$ cat config.mk
export PLATFORM = sky130hd
export DESIGN_NAME = param_register_file
export DESIGN_NICKNAME = d
export VERILOG_FILES = /design/src/rtl/param_regfile_pkg.sv /design/src/rtl/regfile_clear_fsm.sv /design/src/rtl/param_register_file.sv
export SDC_FILE = /design/constraint.sdc
export NUM_CORES = 1
export LEC_CHECK = 0
export BUFFER_PORTS_ARGS = -buffer_cell sky130_fd_sc_hd__buf_2
export CORE_MARGIN = 5
export CORE_UTILIZATION = 55
export CTS_CLUSTER_DIAMETER = 80
export CTS_CLUSTER_SIZE = 28
export DETAILED_ROUTE_END_ITERATION = 6
export GPL_TIMING_DRIVEN = 0
export PLACE_DENSITY = 0.75
export SLEW_MARGIN = 20
export SYNTH_ARGS = -nofsm -noshare
export SYNTH_HDL_FRONTEND = slang
export SYNTH_HIERARCHICAL = 1
export SYNTH_SLANG_ARGS = --single-unit
$ cat constraint.sdc
create_clock -name clk -period 4 [get_ports clk]
set_input_delay 0.8 -clock clk [delete_from_list [all_inputs] [get_ports clk]]
set_output_delay 0.8 -clock clk [all_outputs]
set_load 0.03 [all_outputs]
$ cat src/rtl/param_regfile_pkg.sv
// Shared types and default sizing for the parameterised register file.
package param_regfile_pkg;

    typedef enum logic [1:0] {
        IDLE  = 2'd0,
        SWEEP = 2'd1,
        DONE  = 2'd2
    } clr_state_t;

    localparam int DATA_W_DEF   = 10;
    localparam int DEPTH_DEF    = 8;
    localparam int WR_LIMIT_DEF = 4;

endpackage

$ cat src/rtl/regfile_clear_fsm.sv
// Clear engine: walks a pointer over every register, one per cycle, then
// raises a single-cycle done pulse before returning to idle.
module regfile_clear_fsm
    import param_regfile_pkg::*;
#(
    parameter  int DEPTH  = DEPTH_DEF,
    localparam int ADDR_W = $clog2(DEPTH)
) (
    input  logic              clk,
    input  logic              rst_n,
    input  logic              i_clr_req,
    output logic              o_clr_busy,
    output logic              o_clr_done,
    output logic              o_sweep_en,
    output logic [ADDR_W-1:0] o_sweep_ptr
);

    localparam logic [ADDR_W-1:0] PTR_LAST = ADDR_W'(DEPTH - 1);

    clr_state_t        r_state;
    clr_state_t        w_state_nxt;
    logic [ADDR_W-1:0] r_ptr;
    logic [ADDR_W-1:0] w_ptr_nxt;

    always_ff @(posedge clk or negedge rst_n) begin
        if (!rst_n) begin
            r_state <= IDLE;
            r_ptr   <= '0;
        end else begin
            r_state <= w_state_nxt;
            r_ptr   <= w_ptr_nxt;
        end
    end

    always_comb begin
        w_state_nxt = r_state;
        w_ptr_nxt   = r_ptr;
        case (r_state)
            IDLE: begin
                if (i_clr_req) begin
                    w_state_nxt = SWEEP;
                    w_ptr_nxt   = '0;
                end
            end
            SWEEP: begin
                if (r_ptr == PTR_LAST) begin
                    w_state_nxt = DONE;
                    w_ptr_nxt   = '0;
                end else begin
                    w_ptr_nxt = r_ptr + 1'b1;
                end
            end
            DONE: begin
                // A request still held here is honoured only once back in IDLE.
                w_state_nxt = IDLE;
            end
            default: begin
                w_state_nxt = IDLE;
                w_ptr_nxt   = '0;
            end
        endcase
    end

    assign o_sweep_en  = (r_state == SWEEP);
    assign o_clr_busy  = (r_state == SWEEP);
    assign o_clr_done  = (r_state == DONE);
    assign o_sweep_ptr = r_ptr;

endmodule

$ cat src/rtl/param_register_file.sv
// Register file with a range-limited software port, an unrestricted hardware
// status port, two combinational read ports and a sequential clear engine.
module param_register_file
    import param_regfile_pkg::*;
#(
    parameter  int DATA_W   = DATA_W_DEF,
    parameter  int DEPTH    = DEPTH_DEF,
    parameter  int WR_LIMIT = WR_LIMIT_DEF,
    parameter  int BYPASS   = 1,
    localparam int ADDR_W   = $clog2(DEPTH)
) (
    input  logic              clk,
    input  logic              rst_n,
    input  logic              we,
    input  logic [ADDR_W-1:0] waddr,
    input  logic [DATA_W-1:0] wdata,
    input  logic              hw_we,
    input  logic [ADDR_W-1:0] hw_addr,
    input  logic [DATA_W-1:0] hw_data,
    input  logic [ADDR_W-1:0] raddr1,
    input  logic [ADDR_W-1:0] raddr2,
    output logic [DATA_W-1:0] rdata1,
    output logic [DATA_W-1:0] rdata2,
    input  logic              clr_req,
    output logic              clr_busy,
    output logic              clr_done,
    output logic              wr_err
);

    localparam logic [ADDR_W:0] SW_LIMIT = (ADDR_W + 1)'(WR_LIMIT);

    logic [DATA_W-1:0] r_mem [DEPTH];
    logic              r_wr_err;
    logic              w_sweep_en;
    logic [ADDR_W-1:0] w_sweep_ptr;
    logic              w_sw_in_range;
    logic              w_hw_commit;
    logic              w_sw_commit;

    regfile_clear_fsm #(
        .DEPTH (DEPTH)
    ) u_clear_fsm (
        .clk         (clk),
        .rst_n       (rst_n),
        .i_clr_req   (clr_req),
        .o_clr_busy  (clr_busy),
        .o_clr_done  (clr_done),
        .o_sweep_en  (w_sweep_en),
        .o_sweep_ptr (w_sweep_ptr)
    );

    // The hw port wins a same-address collision, so the sw write is refused.
    assign w_sw_in_range = ({1'b0, waddr} < SW_LIMIT);
    assign w_hw_commit   = hw_we & ~w_sweep_en;
    assign w_sw_commit   = we & w_sw_in_range & ~w_sweep_en
                         & ~(hw_we & (hw_addr == waddr));

    always_ff @(posedge clk or negedge rst_n) begin
        if (!rst_n) begin
            for (int i = 0; i < DEPTH; i++) begin
                r_mem[i] <= '0;
            end
        end else if (w_sweep_en) begin
            r_mem[w_sweep_ptr] <= '0;
        end else begin
            if (w_hw_commit) begin
                r_mem[hw_addr] <= hw_data;
            end
            if (w_sw_commit) begin
                r_mem[waddr] <= wdata;
            end
        end
    end

    always_ff @(posedge clk or negedge rst_n) begin
        if (!rst_n) begin
            r_wr_err <= 1'b0;
        end else begin
            r_wr_err <= we & ~w_sw_commit;
        end
    end

    assign wr_err = r_wr_err;

    // Commit signals are already masked during a sweep, so no bypass then.
    always_comb begin
        rdata1 = r_mem[raddr1];
        if ((BYPASS != 0) && w_hw_commit && (hw_addr == raddr1)) begin
            rdata1 = hw_data;
        end else if ((BYPASS != 0) && w_sw_commit && (waddr == raddr1)) begin
            rdata1 = wdata;
        end
    end

    always_comb begin
        rdata2 = r_mem[raddr2];
        if ((BYPASS != 0) && w_hw_commit && (hw_addr == raddr2)) begin
            rdata2 = hw_data;
        end else if ((BYPASS != 0) && w_sw_commit && (waddr == raddr2)) begin
            rdata2 = wdata;
        end
    end

endmodule

## After elaboration in Yosys (flattened, before gate mapping)

Index checks and enable logic that the tools add are counted.

| operators by class | value |
|---|---|
| add/sub/neg operators | 1 |
| magnitude comparators | 9 |
| eq/ne operators | 10 |
| multiplexer cells | 28 |
| bitwise gates (word level) | 17 |
| reductions and logical operators | 10 |

Operator list:

| kind | number |
|---|---|
| 80-bit two-way mux | 4 |
| 80-bit bitwise mux | 2 |
| 10-bit two-way mux | 11 |
| 10-bit demux with 3-bit select | 3 |
| 80-bit bitwise AND | 1 |
| 80-bit NOT | 1 |
| 10-bit binary-select mux with 3-bit select | 2 |
| 4-bit greater-or-equal comparator, second input constant | 5 |
| 3-bit NOT with 4-bit output | 5 |
| 3-bit == test | 5 |
| 4-bit by 1-bit less-than comparator with 1-bit output, second input constant | 3 |
| 3-bit case mux with 3 select lines | 1 |
| 1-bit logical AND | 7 |
| 1-bit bitwise AND | 6 |
| 3-bit two-way mux | 2 |
| 2-bit two-way mux | 2 |
| 1-bit NOT | 4 |
| 2-bit case mux with 2 select lines | 1 |
| 2-bit AND reduction | 2 |
| 3-bit by 1-bit adder with 3-bit output, second input constant | 1 |
| 3-bit == test, second input constant | 1 |
| 3-bit less-than comparator, second input constant | 1 |
| 2-bit by 1-bit == test with 1-bit output, second input constant | 1 |
| 2-bit == test, second input constant | 1 |
| 3 further kinds | 3 |

| storage, ports and cells | value |
|---|---|
| register bits | 86 |
| bits of input ports | 37 |
| output and inout port bits | 23 |
| word-level logic and storage cells | 86 |

## Depth between registers and ports, before layout

Gate-level depths: netlist of the first run.

| depth | value |
|---|---|
| depth after elaboration | 11 |
| depth in mapped cells | 9 |
| gate-level depth less buffers | 5 |

## Cells and area by module

Netlist of the first run, hierarchy kept.

Modules (own cells, without submodules):

| module | instances | cells each | area an instance (um^2) | sequential area each (um^2) |
|---|---|---|---|---|
| param_register_file | 1 | 562 | 6,199.7 | 2,026.9 |
| regfile_clear_fsm | 1 | 20 | 257.7 | 125.1 |

## Worst setup path after synthesis of the first run

OpenSTA, ideal clock, no wires.

| path | value |
|---|---|
| path type | register -> output |
| start | register u_clear_fsm.r_state[0] |
| end | output rdata1[0] |
| arrival | 2.274 ns |
| required time | 3.200 ns |
| slack | 0.926 ns |
| stages on the path, launching flop included | 9 |
| buffers on the path | 3 |
| path through | dfrtp_1 -> nor2b_2 -> buf_4 -> buf_2 -> or3b_1 -> a31oi_2 -> buf_6 -> a21boi_4 -> a221oi_2 |

| between the ends | value |
|---|---|
| word-level cells in the longest chain between the ends | 7 |
| elaborated cells between the ends (all ways) | 9 |
| classes of those cells | eq/ne (1); mux (2); bitwise (4); reduce/logical (2) |

RTL lines:

| what | line | source |
|---|---|---|
| start, declared | regfile_clear_fsm.sv:20 | `clr_state_t r_state;` |
| start signal, assigned | regfile_clear_fsm.sv:30 | `r_state <= w_state_nxt;` |
| 2-bit by 1-bit == test with 1-bit output * | - |  |
| named net clr_busy | param_register_file.sv:25 | `output logic clr_busy,` |
| 1-bit NOT * | param_register_file.sv:54, param_register_file.sv:55 |  |
| 1-bit bitwise AND | param_register_file.sv:55 | `assign w_sw_commit = we & w_sw_in_range & ~w_sweep_en` |
| 1-bit bitwise AND | param_register_file.sv:56 | `& ~(hw_we & (hw_addr == waddr));` |
| 1-bit logical AND | param_register_file.sv:90 | `end else if ((BYPASS != 0) && w_sw_commit && (waddr == raddr1)) begin` |
| 10-bit two-way mux | param_register_file.sv:90 |  |
| 10-bit two-way mux * | param_register_file.sv:88 | `if ((BYPASS != 0) && w_hw_commit && (hw_addr == raddr1)) begin` |
| end, declared | param_register_file.sv:22 | `output logic [DATA_W-1:0] rdata1,` |

Mark *: on every way through the listed nets, which the timed path passes. The rest lies on a longest branch.

## Worst setup path after layout of the first run

| path | value |
|---|---|
| start | register u_clear_fsm.r_state[0] |
| end | output rdata2[8] |

| between the ends | value |
|---|---|
| word-level cells in the longest chain between the ends | 7 |
| elaborated cells between the ends (all ways) | 9 |
| classes of those cells | eq/ne (1); mux (2); bitwise (4); reduce/logical (2) |

RTL lines:

| what | line | source |
|---|---|---|
| 2-bit by 1-bit == test with 1-bit output * | regfile_clear_fsm.sv:64 | `assign o_sweep_en = (r_state == SWEEP);` |
| named net w_sweep_en | param_register_file.sv:34 | `logic w_sweep_en;` |
| 1-bit NOT * | param_register_file.sv:54, param_register_file.sv:55 |  |
| 1-bit bitwise AND | param_register_file.sv:55 |  |
| 1-bit bitwise AND | param_register_file.sv:56 |  |
| 1-bit logical AND | param_register_file.sv:99 | `end else if ((BYPASS != 0) && w_sw_commit && (waddr == raddr2)) begin` |
| 10-bit two-way mux | param_register_file.sv:99 |  |
| 10-bit two-way mux * | param_register_file.sv:97 | `if ((BYPASS != 0) && w_hw_commit && (hw_addr == raddr2)) begin` |
| end, declared | param_register_file.sv:23 | `output logic [DATA_W-1:0] rdata2,` |

Marks and branches as above.

==> flow_results.xml, run 1 <==
<?xml version="1.0" encoding="UTF-8"?>
<metrics>
  <group name="timing">
    <metric name="timing.final.crit_share" unit="%">92.3</metric>
    <metric name="timing.clock.skew" unit="ns">0.00997</metric>
    <metric name="setup_viol" unit="">0</metric>
    <metric name="final_max_slew_viol_count" unit="">0</metric>
    <metric name="min_period" unit="ns">3.69</metric>
    <metric name="tightestPinTransition" unit="ns">1.24</metric>
    <metric name="timing.setup.tns" unit="ns">0</metric>
    <metric name="max_freq" unit="MHz">271</metric>
    <metric name="rsz0062_at_grt" unit="">no</metric>
    <metric name="finalHoldViolCount" unit="">0</metric>
    <metric name="timing.max_slew.rel_slack" unit="%">17.4</metric>
  </group>
  <group name="logic_synthesis">
    <metric name="synth_warnings" unit="">6</metric>
    <metric name="ys_seq_area_share" unit="%">33.3</metric>
    <metric name="postSynthNetCount" unit="">621</metric>
    <metric name="synthTopCellsByCount" unit="">mux2i_1, dfrtp_1, nand2_1</metric>
    <metric name="yosysUniqueCellTypes" unit="">40</metric>
    <metric name="postSynthCellCount" unit="">582</metric>
    <metric name="syn_area_per_cell" unit="µm²">11.1</metric>
    <metric name="synth-seq-cells" unit="">86</metric>
    <metric name="yosysTopAreaCellShare" unit="%">33.3</metric>
    <metric name="post-synth-top-count-cell" unit="">mux2i_1</metric>
    <metric name="synth-main-ff-cell" unit="">dfrtp_1</metric>
    <metric name="synthesis.area" unit="mm²">0.00646</metric>
    <metric name="synth-edff-count" unit="">0</metric>
    <metric name="async_reset_ff_share" unit="%">100</metric>
    <metric name="synth_area_leaders" unit="">dfrtp_1, mux2i_1, mux4_2</metric>
    <metric name="synth_top_area_cell" unit="">dfrtp_1</metric>
  </group>
  <group name="routing">
    <metric name="wl" unit="mm">20.7</metric>
    <metric name="drt_first_iter_violations" unit="">562</metric>
    <metric name="dr.pass1.iters" unit="">5</metric>
    <metric name="residual_drc_count" unit="">0</metric>
    <metric name="routedWlPerCell" unit="µm">26.3</metric>
    <metric name="vias" unit="">5681</metric>
    <metric name="ant_nets_after_route" unit="">0</metric>
    <metric name="routed_via_density" unit="">7.23</metric>
  </group>
  <group name="critical_path">
    <metric name="crit_path_cell_trace" unit="">nor2b_2 &gt; buf_4 &gt; buf_2 &gt; or3b_1 &gt; a31oi_2 &gt; buf_6 &gt; a21boi_4 &gt; a221oi_2 &gt; buf_2</metric>
    <metric name="worst_path_arrival" unit="ns">2.89</metric>
    <metric name="cp_top_family" unit="">buffers and inverters</metric>
    <metric name="timing.critical_path.fanout_max" unit="">10</metric>
    <metric name="timing.critical_path.to_type" unit="">output port</metric>
    <metric name="critPathKind" unit="">reg2out</metric>
    <metric name="crit_top_cell" unit="">buf_2</metric>
    <metric name="timing.critical_path.slowest_stage_cell" unit="">dfrtp_1</metric>
    <metric name="crit_required" unit="ns">3.20</metric>
    <metric name="worst_setup_path_start_kind" unit="">flop</metric>
    <metric name="critical-path-max-stage-delay" unit="ns">0.41</metric>
    <metric name="crit_buf_inv" unit="">4</metric>
  </group>
  <group name="placed_design">
    <metric name="placement.io_buffers" unit="">44</metric>
    <metric name="routabilityCongestion" unit="">0.927</metric>
    <metric name="place_hpwl" unit="mm">14.3</metric>
  </group>
  <group name="power">
    <metric name="powerDensity" unit="mW/mm²">650</metric>
    <metric name="maximum_vdd_drop" unit="mV">0.520</metric>
    <metric name="p_leak" unit="nW">3.12</metric>
  </group>
  <group name="clocking">
    <metric name="root_buf_cell" unit="">clkbuf_16</metric>
    <metric name="clock_tree.htree_level_count" unit="">3</metric>
    <metric name="cts_made_buffers" unit="">9</metric>
    <metric name="post_cts_resized" unit="">0</metric>
    <metric name="clock_tree.buffer_depth" unit="">2</metric>
    <metric name="clkTransAtPathRegs" unit="ns">0.07</metric>
    <metric name="cts_setup_buffers" unit="">0</metric>
    <metric name="holdBufCountCts" unit="">0</metric>
    <metric name="clkLatencyLatePin" unit="ns">0.34</metric>
    <metric name="tritoncts" unit="">built</metric>
    <metric name="tritoncts_num_sinks" unit="">86</metric>
  </group>
  <group name="min_path">
    <metric name="hold_crit_path_type" unit="">in2async</metric>
  </group>
  <group name="global_route">
    <metric name="first_global_vias" unit="">5858</metric>
    <metric name="grt_antenna_before_repair" unit="">0</metric>
    <metric name="grt_first_pass_wirelength" unit="mm">32.5</metric>
    <metric name="grt_use_total" unit="%">29.5</metric>
    <metric name="globalRouteOverflowTotal" unit="">0</metric>
    <metric name="grt_max_degree" unit="">50</metric>
  </group>
  <group name="floorplanning">
    <metric name="fp.dieW" unit="µm">118</metric>
    <metric name="core.rowCount" unit="">39</metric>
    <metric name="die_h" unit="µm">118</metric>
    <metric name="io_pins" unit="">60</metric>
    <metric name="floorplan.die_area" unit="mm²">0.0140</metric>
    <metric name="fp.coreArea" unit="mm²">0.0115</metric>
    <metric name="floorplan.initialDensity" unit="%">56.3</metric>
  </group>
  <group name="cells_and_area">
    <metric name="number_of_diodes" unit="">0</metric>
    <metric name="drive_gt1_share" unit="%">27.5</metric>
    <metric name="utilization" unit="%">62.7</metric>
    <metric name="flow.area_growth_from_synthesis" unit="%">11.4</metric>
    <metric name="final_net_count" unit="">677</metric>
  </group>
  <group name="run">
    <metric name="maxCapViolations" unit="">0</metric>
  </group>
  <group name="status">
    <metric name="status" unit="">complete, no violations</metric>
  </group>
</metrics>
## where the power goes
group / switching, mW / total (mW) / internal (mW)
logic: 1.39 / 2.24 / 0.852
registers: 0.337 / 1.52 / 1.19
clock network: 0.353 / 0.916 / 0.563
total: 2.08 / 4.68 / 2.60
## flip-flops by register name (all words and copies together), names as in the netlist
| signal | cells |
|---|---|
| r_mem | 80 |
| u_clear_fsm/o_sweep_ptr | 3 |
| u_clear_fsm/r_state | 2 |
| wr_err | 1 |
## final timing paths
| path | startpoint | endpoint | slack (ns) | cells after the start |
|---|---|---|---|---|
| min reg2reg | u_clear_fsm/r_state[1] | u_clear_fsm/r_state[0] | 0.49 | 1 |
| min | rst_n | wr_err | 0.49 | 1 |
| max reg2reg | u_clear_fsm/r_state[0] | r_mem[76] | 1.12 | 8 |
| max in group asynchronous | rst_n | r_mem[23] | 2.84 | 2 |
| max | u_clear_fsm/r_state[0] | rdata2[8] | 0.31 | 9 |
| min in group clk | u_clear_fsm/r_state[1] | u_clear_fsm/r_state[0] | 0.49 | 1 |
## cell type report
type | count | area, µm²
multi-input cells | 418 | 3910
clock buffers | 12 | 246
inverters | 14 | 52.6
fillers | 878 | 4270
well taps | 143 | 179
clock inverters | 4 | 70.1
repair buffers | 45 | 243
plain buffers | 64 | 343
flip-flops and latches | 86 | 2150
## per-layer routing
| layer | vias to the layer above | share of wire [%] | track usage [%] | wire [µm] |
|---|---|---|---|---|
| met5 | - | 0 | 0 | 0 |
| met2 | 410 | 46 | 45.2 | 9570 |
| li1 | 2381 | - | - | - |
| met3 | 75 | 11 | 6.83 | 2260 |
| met4 | 0 | 4.4 | 14.8 | 911 |
| met1 | 2815 | 38 | 39.5 | 7940 |
## per-stage QoR
stage,hold slack (ns),setup WS [ns],std cells,area (µm²),power (mW)
6_report,0.489,0.308,786,7200,4.68
3_5_place_dp,0.487,0.728,770,6880,3.70
4_1_cts,0.492,0.358,786,7200,4.61
2_1_floorplan,0.453,0.926,582,6460,3.01
5_1_grt,0.515,0.215,786,7200,4.90
3_3_place_gp,0.473,0.741,769,6860,3.59
## cell usage in the layout (no fill, tap or decap), types with 3 or more instances in the layout
cell type  instances
nand2_1           43
mux4_2            40
o21ai_1           11
a31oi_2            5
clkbuf_1          31
clkbuf_16          9
nor2b_1            6
nand4_1            4
buf_2             56
o21ai_0           29
xnor2_1            8
inv_1             13
a221oi_2          20
mux2i_1          100
buf_4             20
xor2_1             4
a32oi_1           40
nor2_1            34
a21oi_1            3
o31ai_2           10
o31ai_1           30
dfrtp_1           86
a32o_2             3
and2_1             8
## logic make-up (layout without fill, tap and decap cells)
kind of cell	count (synthesis)	count (layout)	synth area share [%]
AO/OA/AOI/OAI	156	156	21.3
multiplexers	140	140	29.5
AND/OR/NAND/NOR	108	108	7.77
flip-flops	86	86	33.3
buffers and inverters	78	139	6.12
XOR/XNOR	12	12	1.63
adder cells (fa/ha/maj)	2	2	0.387
Note: power is estimated with default switching activity, not from simulation.
==> inputs of run 2 (changes only) <==
- CORE_UTILIZATION: 55 -> 25
- PLACE_DENSITY: 0.75 -> 0.44
==> flow_results.xml, run 2 (synthesis results as in run 1) <==
<?xml version="1.0" encoding="UTF-8"?>
<metrics>
  <group name="status">
    <metric name="status" unit="">complete, no violations</metric>
  </group>
  <group name="timing">
    <metric name="worst_slack" unit="ns">0.233</metric>
    <metric name="setup_viol" unit="">0</metric>
    <metric name="timing.clock.skew" unit="ns">0.00840</metric>
    <metric name="timing.final.crit_share" unit="%">94.2</metric>
    <metric name="rsz0062_at_grt" unit="">no</metric>
    <metric name="final_max_slew_viol_count" unit="">0</metric>
    <metric name="timing.max_slew.rel_slack" unit="%">20.3</metric>
    <metric name="timing.setup.tns" unit="ns">0</metric>
    <metric name="finalHoldViolCount" unit="">0</metric>
    <metric name="tightestPinTransition" unit="ns">1.20</metric>
    <metric name="max_freq" unit="MHz">265</metric>
    <metric name="min_period" unit="ns">3.77</metric>
  </group>
  <group name="routing">
    <metric name="dr.pass1.iters" unit="">5</metric>
    <metric name="m1WireLength" unit="mm">10.9</metric>
    <metric name="ant_nets_after_route" unit="">0</metric>
    <metric name="drt_first_iter_violations" unit="">547</metric>
    <metric name="wl" unit="mm">24.1</metric>
    <metric name="routedWlPerCell" unit="µm">24.8</metric>
    <metric name="met3RoutedLength" unit="mm">1.71</metric>
    <metric name="routed-wl-met2" unit="mm">10.9</metric>
    <metric name="routed_via_density" unit="">5.74</metric>
    <metric name="residual_drc_count" unit="">0</metric>
    <metric name="vias" unit="">5584</metric>
    <metric name="routed.top_layer" unit="">met4</metric>
  </group>
  <group name="floorplanning">
    <metric name="core.rowCount" unit="">58</metric>
    <metric name="fp.dieW" unit="µm">171</metric>
    <metric name="io_pins" unit="">60</metric>
    <metric name="floorplan.initialDensity" unit="%">25.5</metric>
    <metric name="floorplan.die_area" unit="mm²">0.0291</metric>
    <metric name="die_h" unit="µm">171</metric>
    <metric name="fp.coreArea" unit="mm²">0.0253</metric>
  </group>
  <group name="global_route">
    <metric name="grt_max_degree" unit="">56</metric>
    <metric name="grt_antenna_before_repair" unit="">0</metric>
    <metric name="first_global_vias" unit="">5824</metric>
    <metric name="globalRouteOverflowTotal" unit="">0</metric>
    <metric name="grt_use_total" unit="%">16.3</metric>
    <metric name="grt_first_pass_wirelength" unit="mm">35.7</metric>
  </group>
  <group name="power">
    <metric name="power.total" unit="mW">4.71</metric>
    <metric name="maximum_vdd_drop" unit="mV">0.272</metric>
    <metric name="p_leak" unit="nW">3.12</metric>
    <metric name="powerDensity" unit="mW/mm²">634</metric>
  </group>
  <group name="cells_and_area">
    <metric name="utilization" unit="%">29.3</metric>
    <metric name="flow.area_growth_from_synthesis" unit="%">15.0</metric>
    <metric name="final_common_cell" unit="">mux2i_1</metric>
    <metric name="number_of_diodes" unit="">0</metric>
    <metric name="drive_gt1_share" unit="%">27.7</metric>
    <metric name="final_net_count" unit="">677</metric>
    <metric name="register_bank_with_the_most_flops" unit="">r_mem</metric>
    <metric name="mostFrequentLayoutCells" unit="">mux2i_1, dfrtp_1, buf_2, nand2_1</metric>
    <metric name="largest_register_ff_count" unit="">80</metric>
    <metric name="finalInstanceArea" unit="mm²">0.00743</metric>
  </group>
  <group name="run">
    <metric name="maxCapViolations" unit="">0</metric>
  </group>
  <group name="clocking">
    <metric name="tritoncts_num_sinks" unit="">86</metric>
    <metric name="root_buf_cell" unit="">clkbuf_16</metric>
    <metric name="cts_made_buffers" unit="">9</metric>
    <metric name="clock_tree.buffer_depth" unit="">2</metric>
    <metric name="cts_setup_buffers" unit="">0</metric>
    <metric name="clkTransAtPathRegs" unit="ns">0.06</metric>
    <metric name="clock_tree.htree_level_count" unit="">3</metric>
    <metric name="tritoncts" unit="">built</metric>
    <metric name="clkLatencyLatePin" unit="ns">0.35</metric>
    <metric name="post_cts_resized" unit="">0</metric>
    <metric name="holdBufCountCts" unit="">0</metric>
  </group>
  <group name="critical_path">
    <metric name="timing.critical_path.to_type" unit="">output port</metric>
    <metric name="crit_required" unit="ns">3.20</metric>
    <metric name="worst_setup_path_start_kind" unit="">flop</metric>
    <metric name="timing.critical_path.fanout_max" unit="">10</metric>
    <metric name="critPathKind" unit="">reg2out</metric>
    <metric name="worst_path_arrival" unit="ns">2.97</metric>
  </group>
  <group name="placed_design">
    <metric name="routabilityCongestion" unit="">0.964</metric>
    <metric name="place_hpwl" unit="mm">17.7</metric>
    <metric name="pre_cts_ws" unit="ns">0.555</metric>
    <metric name="placement.io_buffers" unit="">44</metric>
    <metric name="detailed_place.area" unit="mm²">0.00712</metric>
  </group>
  <group name="min_path">
    <metric name="hold_crit_path_type" unit="">in2async</metric>
  </group>
</metrics>
## run 2: changes by cell type in the layout (fill, tap and decap cells not counted)
| cell | before | now |
|---|---|---|
| buf_12 | 1 | 0 |
| buf_16 | 0 | 1 |
| buf_4 | 20 | 19 |
| buf_6 | 2 | 3 |
| bufinv_16 | 2 | 1 |
| clkbuf_1 | 31 | 30 |
| clkbuf_8 | 1 | 2 |
| clkinv_2 | 2 | 3 |
## run 2: final timing paths
path / from / to / slack (ns) / cells after the start
worst max register to register: u_clear_fsm/r_state[0] / r_mem[73] / 1.07 / 8
worst min-delay path: rst_n / r_mem[14] / 0.34 / 1
worst max-delay path: u_clear_fsm/r_state[0] / rdata2[6] / 0.23 / 9
min in group clk: u_clear_fsm/r_state[1] / u_clear_fsm/r_state[0] / 0.51 / 1
max in group asynchronous: rst_n / u_clear_fsm/r_state[0] / 3.04 / 2
worst min register to register: u_clear_fsm/r_state[1] / u_clear_fsm/r_state[0] / 0.51 / 1
## run 2: final cells by class
cell class                 instances  area, µm²
fill                            2579      17900
multi-input combinational        418       3910
sequential                        86       2150
tap                              330        413
buffer                            64        343
clock buffer                      12        256
timing repair buffer              45        254
inverter                          14       52.6
clock inverter                     4       45.0
## run 2: where the power goes
part / leakage, nW / internal, mW / switching (mW)
combinational: 1.80 / 0.852 / 1.42
sequential: 1.18 / 1.18 / 0.373
clock: 0.152 / 0.516 / 0.359
## run 2: critical path, cell delays in order (launching register included)
cell,delay (ns)
dfrtp_1,0.41
nor2b_2,0.20
buf_4,0.13
buf_2,0.20
or3b_1,0.39
a31oi_2,0.23
buf_6,0.20
a21boi_4,0.16
a221oi_2,0.41
buf_2,0.27
## run 2: metrics by stage
stage	instances	hold slack [ns]
floorplan	582	0.453
global placement	956	0.476
detailed placement	957	0.493
CTS	973	0.343
global route	973	0.353
finish	973	0.344
## run 2: metal layers
| layer | global-route usage, % | up-vias |
|---|---|---|
| met4 | 4.93 | 0 |
| met5 | 0 | - |
| li1 | - | 2376 |
| met3 | 4.02 | 41 |
| met2 | 25.3 | 245 |
| met1 | 22.7 | 2922 |
==> inputs of run 3 (changes only) <==
- ABC_AREA: unset -> 1
==> flow_results.xml, run 3 <==
<?xml version="1.0" encoding="UTF-8"?>
<metrics>
  <group name="timing">
    <metric name="timing.clock.skew" unit="ns">0.00926</metric>
    <metric name="tightestPinTransition" unit="ns">1.04</metric>
    <metric name="max_freq" unit="MHz">276</metric>
    <metric name="rsz0062_at_grt" unit="">no</metric>
    <metric name="timing.setup.tns" unit="ns">0</metric>
    <metric name="min_period" unit="ns">3.62</metric>
    <metric name="finalHoldViolCount" unit="">0</metric>
    <metric name="timing.final.crit_share" unit="%">90.6</metric>
    <metric name="worst_hold_slack" unit="ns">0.294</metric>
    <metric name="setup_viol" unit="">0</metric>
    <metric name="worst_slack" unit="ns">0.378</metric>
    <metric name="final_max_slew_viol_count" unit="">0</metric>
    <metric name="timing.max_slew.rel_slack" unit="%">30.3</metric>
  </group>
  <group name="logic_synthesis">
    <metric name="synthesis.area" unit="mm²">0.00740</metric>
    <metric name="synth_warnings" unit="">6</metric>
    <metric name="post-synth-top-count-cell" unit="">nand2_1</metric>
    <metric name="postSynthNetCount" unit="">1327</metric>
    <metric name="synth_top_area_cell" unit="">dfrtp_1</metric>
    <metric name="synth-edff-count" unit="">0</metric>
    <metric name="yosysUniqueCellTypes" unit="">25</metric>
    <metric name="synth_area_leaders" unit="">dfrtp_1, nand2_1, nand3_1</metric>
    <metric name="synthTopCellsByCount" unit="">nand2_1, nand3_1, inv_1</metric>
    <metric name="synth-main-ff-cell" unit="">dfrtp_1</metric>
    <metric name="async_reset_ff_share" unit="%">100</metric>
    <metric name="postSynthCellCount" unit="">1288</metric>
    <metric name="yosysTopAreaCellShare" unit="%">29.1</metric>
    <metric name="synth-seq-cells" unit="">86</metric>
    <metric name="syn_area_per_cell" unit="µm²">5.74</metric>
    <metric name="ys_seq_area_share" unit="%">29.1</metric>
  </group>
  <group name="critical_path">
    <metric name="critical-path-max-stage-delay" unit="ns">0.40</metric>
    <metric name="crit_path_cell_trace" unit="">inv_2 &gt; nor2_4 &gt; buf_4 &gt; buf_2 &gt; inv_2 &gt; nand3_1 &gt; nor2_1 &gt; buf_4 &gt; buf_4 &gt; nand3_1 &gt; nand3_1 &gt; nand2_1 &gt; buf_2</metric>
    <metric name="worst_path_arrival" unit="ns">2.82</metric>
    <metric name="timing.critical_path.to_type" unit="">output port</metric>
    <metric name="critPathKind" unit="">reg2out</metric>
    <metric name="timing.critical_path.slowest_stage_cell" unit="">dfrtp_1</metric>
    <metric name="crit_buf_inv" unit="">7</metric>
    <metric name="cp_top_family" unit="">buffers and inverters</metric>
    <metric name="worst_setup_path_start_kind" unit="">flop</metric>
    <metric name="timing.critical_path.fanout_max" unit="">10</metric>
    <metric name="crit_required" unit="ns">3.20</metric>
  </group>
  <group name="clocking">
    <metric name="clkTransAtPathRegs" unit="ns">0.08</metric>
    <metric name="post_cts_resized" unit="">0</metric>
    <metric name="clock_tree.buffer_depth" unit="">2</metric>
    <metric name="clkLatencyLatePin" unit="ns">0.36</metric>
    <metric name="cts_setup_buffers" unit="">0</metric>
    <metric name="tritoncts" unit="">built</metric>
    <metric name="root_buf_cell" unit="">clkbuf_16</metric>
    <metric name="tritoncts_num_sinks" unit="">86</metric>
    <metric name="holdBufCountCts" unit="">0</metric>
    <metric name="cts_made_buffers" unit="">9</metric>
    <metric name="clock_tree.htree_level_count" unit="">3</metric>
  </group>
  <group name="floorplanning">
    <metric name="die_h" unit="µm">182</metric>
    <metric name="floorplan.die_area" unit="mm²">0.0331</metric>
    <metric name="floorplan.initialDensity" unit="%">25.2</metric>
    <metric name="fp.dieW" unit="µm">182</metric>
    <metric name="core.rowCount" unit="">63</metric>
    <metric name="fp.coreArea" unit="mm²">0.0294</metric>
    <metric name="io_pins" unit="">60</metric>
  </group>
  <group name="cells_and_area">
    <metric name="flow.area_growth_from_synthesis" unit="%">15.1</metric>
    <metric name="drive_gt1_share" unit="%">8.47</metric>
    <metric name="final_common_cell" unit="">nand2_1</metric>
    <metric name="largest_register_ff_count" unit="">80</metric>
    <metric name="final_net_count" unit="">1392</metric>
    <metric name="utilization" unit="%">28.9</metric>
    <metric name="register_bank_with_the_most_flops" unit="">r_mem</metric>
    <metric name="finalInstanceArea" unit="mm²">0.00851</metric>
    <metric name="number_of_diodes" unit="">0</metric>
    <metric name="mostFrequentLayoutCells" unit="">nand2_1, nand3_1, inv_1, dfrtp_1, buf_2</metric>
  </group>
  <group name="routing">
    <metric name="ant_nets_after_route" unit="">0</metric>
    <metric name="drt_first_iter_violations" unit="">798</metric>
    <metric name="dr.pass1.iters" unit="">6</metric>
    <metric name="wl" unit="mm">35.3</metric>
    <metric name="residual_drc_count" unit="">0</metric>
    <metric name="routedWlPerCell" unit="µm">20.2</metric>
    <metric name="vias" unit="">8765</metric>
    <metric name="routed_via_density" unit="">5.01</metric>
  </group>
  <group name="global_route">
    <metric name="grt_use_total" unit="%">20.9</metric>
    <metric name="first_global_vias" unit="">8276</metric>
    <metric name="grt_max_degree" unit="">67</metric>
    <metric name="grt_antenna_before_repair" unit="">0</metric>
    <metric name="grt_first_pass_wirelength" unit="mm">52.2</metric>
    <metric name="globalRouteOverflowTotal" unit="">0</metric>
  </group>
  <group name="placed_design">
    <metric name="place_hpwl" unit="mm">26.4</metric>
    <metric name="routabilityCongestion" unit="">0.925</metric>
    <metric name="pre_cts_ws" unit="ns">0.650</metric>
    <metric name="placement.io_buffers" unit="">53</metric>
    <metric name="detailed_place.area" unit="mm²">0.00818</metric>
  </group>
  <group name="power">
    <metric name="maximum_vdd_drop" unit="mV">0.174</metric>
    <metric name="powerDensity" unit="mW/mm²">569</metric>
    <metric name="p_leak" unit="nW">4.30</metric>
  </group>
  <group name="run">
    <metric name="maxCapViolations" unit="">0</metric>
  </group>
  <group name="min_path">
    <metric name="hold_crit_path_type" unit="">in2async</metric>
  </group>
  <group name="status">
    <metric name="status" unit="">complete, no violations</metric>
  </group>
</metrics>
[run 3: worst register-to-register path: cells and delay by family (launching register included)]
kind | cells | cell delay, ns
buf+inv | 6 | 1.62
flops | 1 | 0.40
simple gates | 3 | 0.32
[run 3: area by class of cell]
type                       instances  area (µm²)
buffer                            84         369
timing repair buffer              54         299
tap                              390         488
inverter                         145         544
fill                            3396       20900
clock inverter                     7         103
clock buffer                       9         225
sequential                        86        2150
multi-input combinational        973        4330
[run 3: worst paths after layout]
path	from	to	slack (ns)	depth (start not counted)
max in group asynchronous	rst_n	r_mem[37]	3.07	2
min reg2reg	r_mem[77]	r_mem[77]	0.54	2
min in group clk	r_mem[77]	r_mem[77]	0.54	2
max	u_clear_fsm/r_state[0]	rdata1[0]	0.38	13
max reg2reg	u_clear_fsm/r_state[0]	r_mem[75]	1.60	9
min	rst_n	r_mem[8]	0.29	1
[run 3: kinds of logic (layout without fill, tap and decap cells)]
family	Yosys count	in the layout	share of synthesized area (%)
XOR/XNOR	5	5	0.592
AO/OA/AOI/OAI	107	107	7.93
adder cells (fa/ha/maj)	2	2	0.338
flip-flops	86	86	29.1
buffers and inverters	229	299	12.3
AND/OR/NAND/NOR	859	859	49.7
[run 3: metrics by stage]
stage / power, mW / instances
after detailed placement: 3.84 / 1732
final: 4.84 / 1748
after global placement: 3.82 / 1731
after CTS: 4.84 / 1748
after floorplan: 2.98 / 1288
after global routing: 5.20 / 1748
[run 3: power by group]
part	internal [mW]	leakage (nW)	total, mW	switching, mW
registers	1.17	1.18	1.60	0.435
logic	0.687	2.97	2.26	1.57
clock network	0.557	0.157	0.979	0.422
[run 3: layer usage]
metal / global-route usage [%] / share of wire, % / wire, µm / vias to the layer above
li1: - / - / - / 4227
met1: 27.5 / 44 / 15300 / 4130
met2: 33.0 / 45 / 15900 / 336
met3: 4.19 / 7.0 / 2450 / 72
met4: 9.40 / 4.6 / 1610 / 0
met5: 0 / 0 / 0 / -
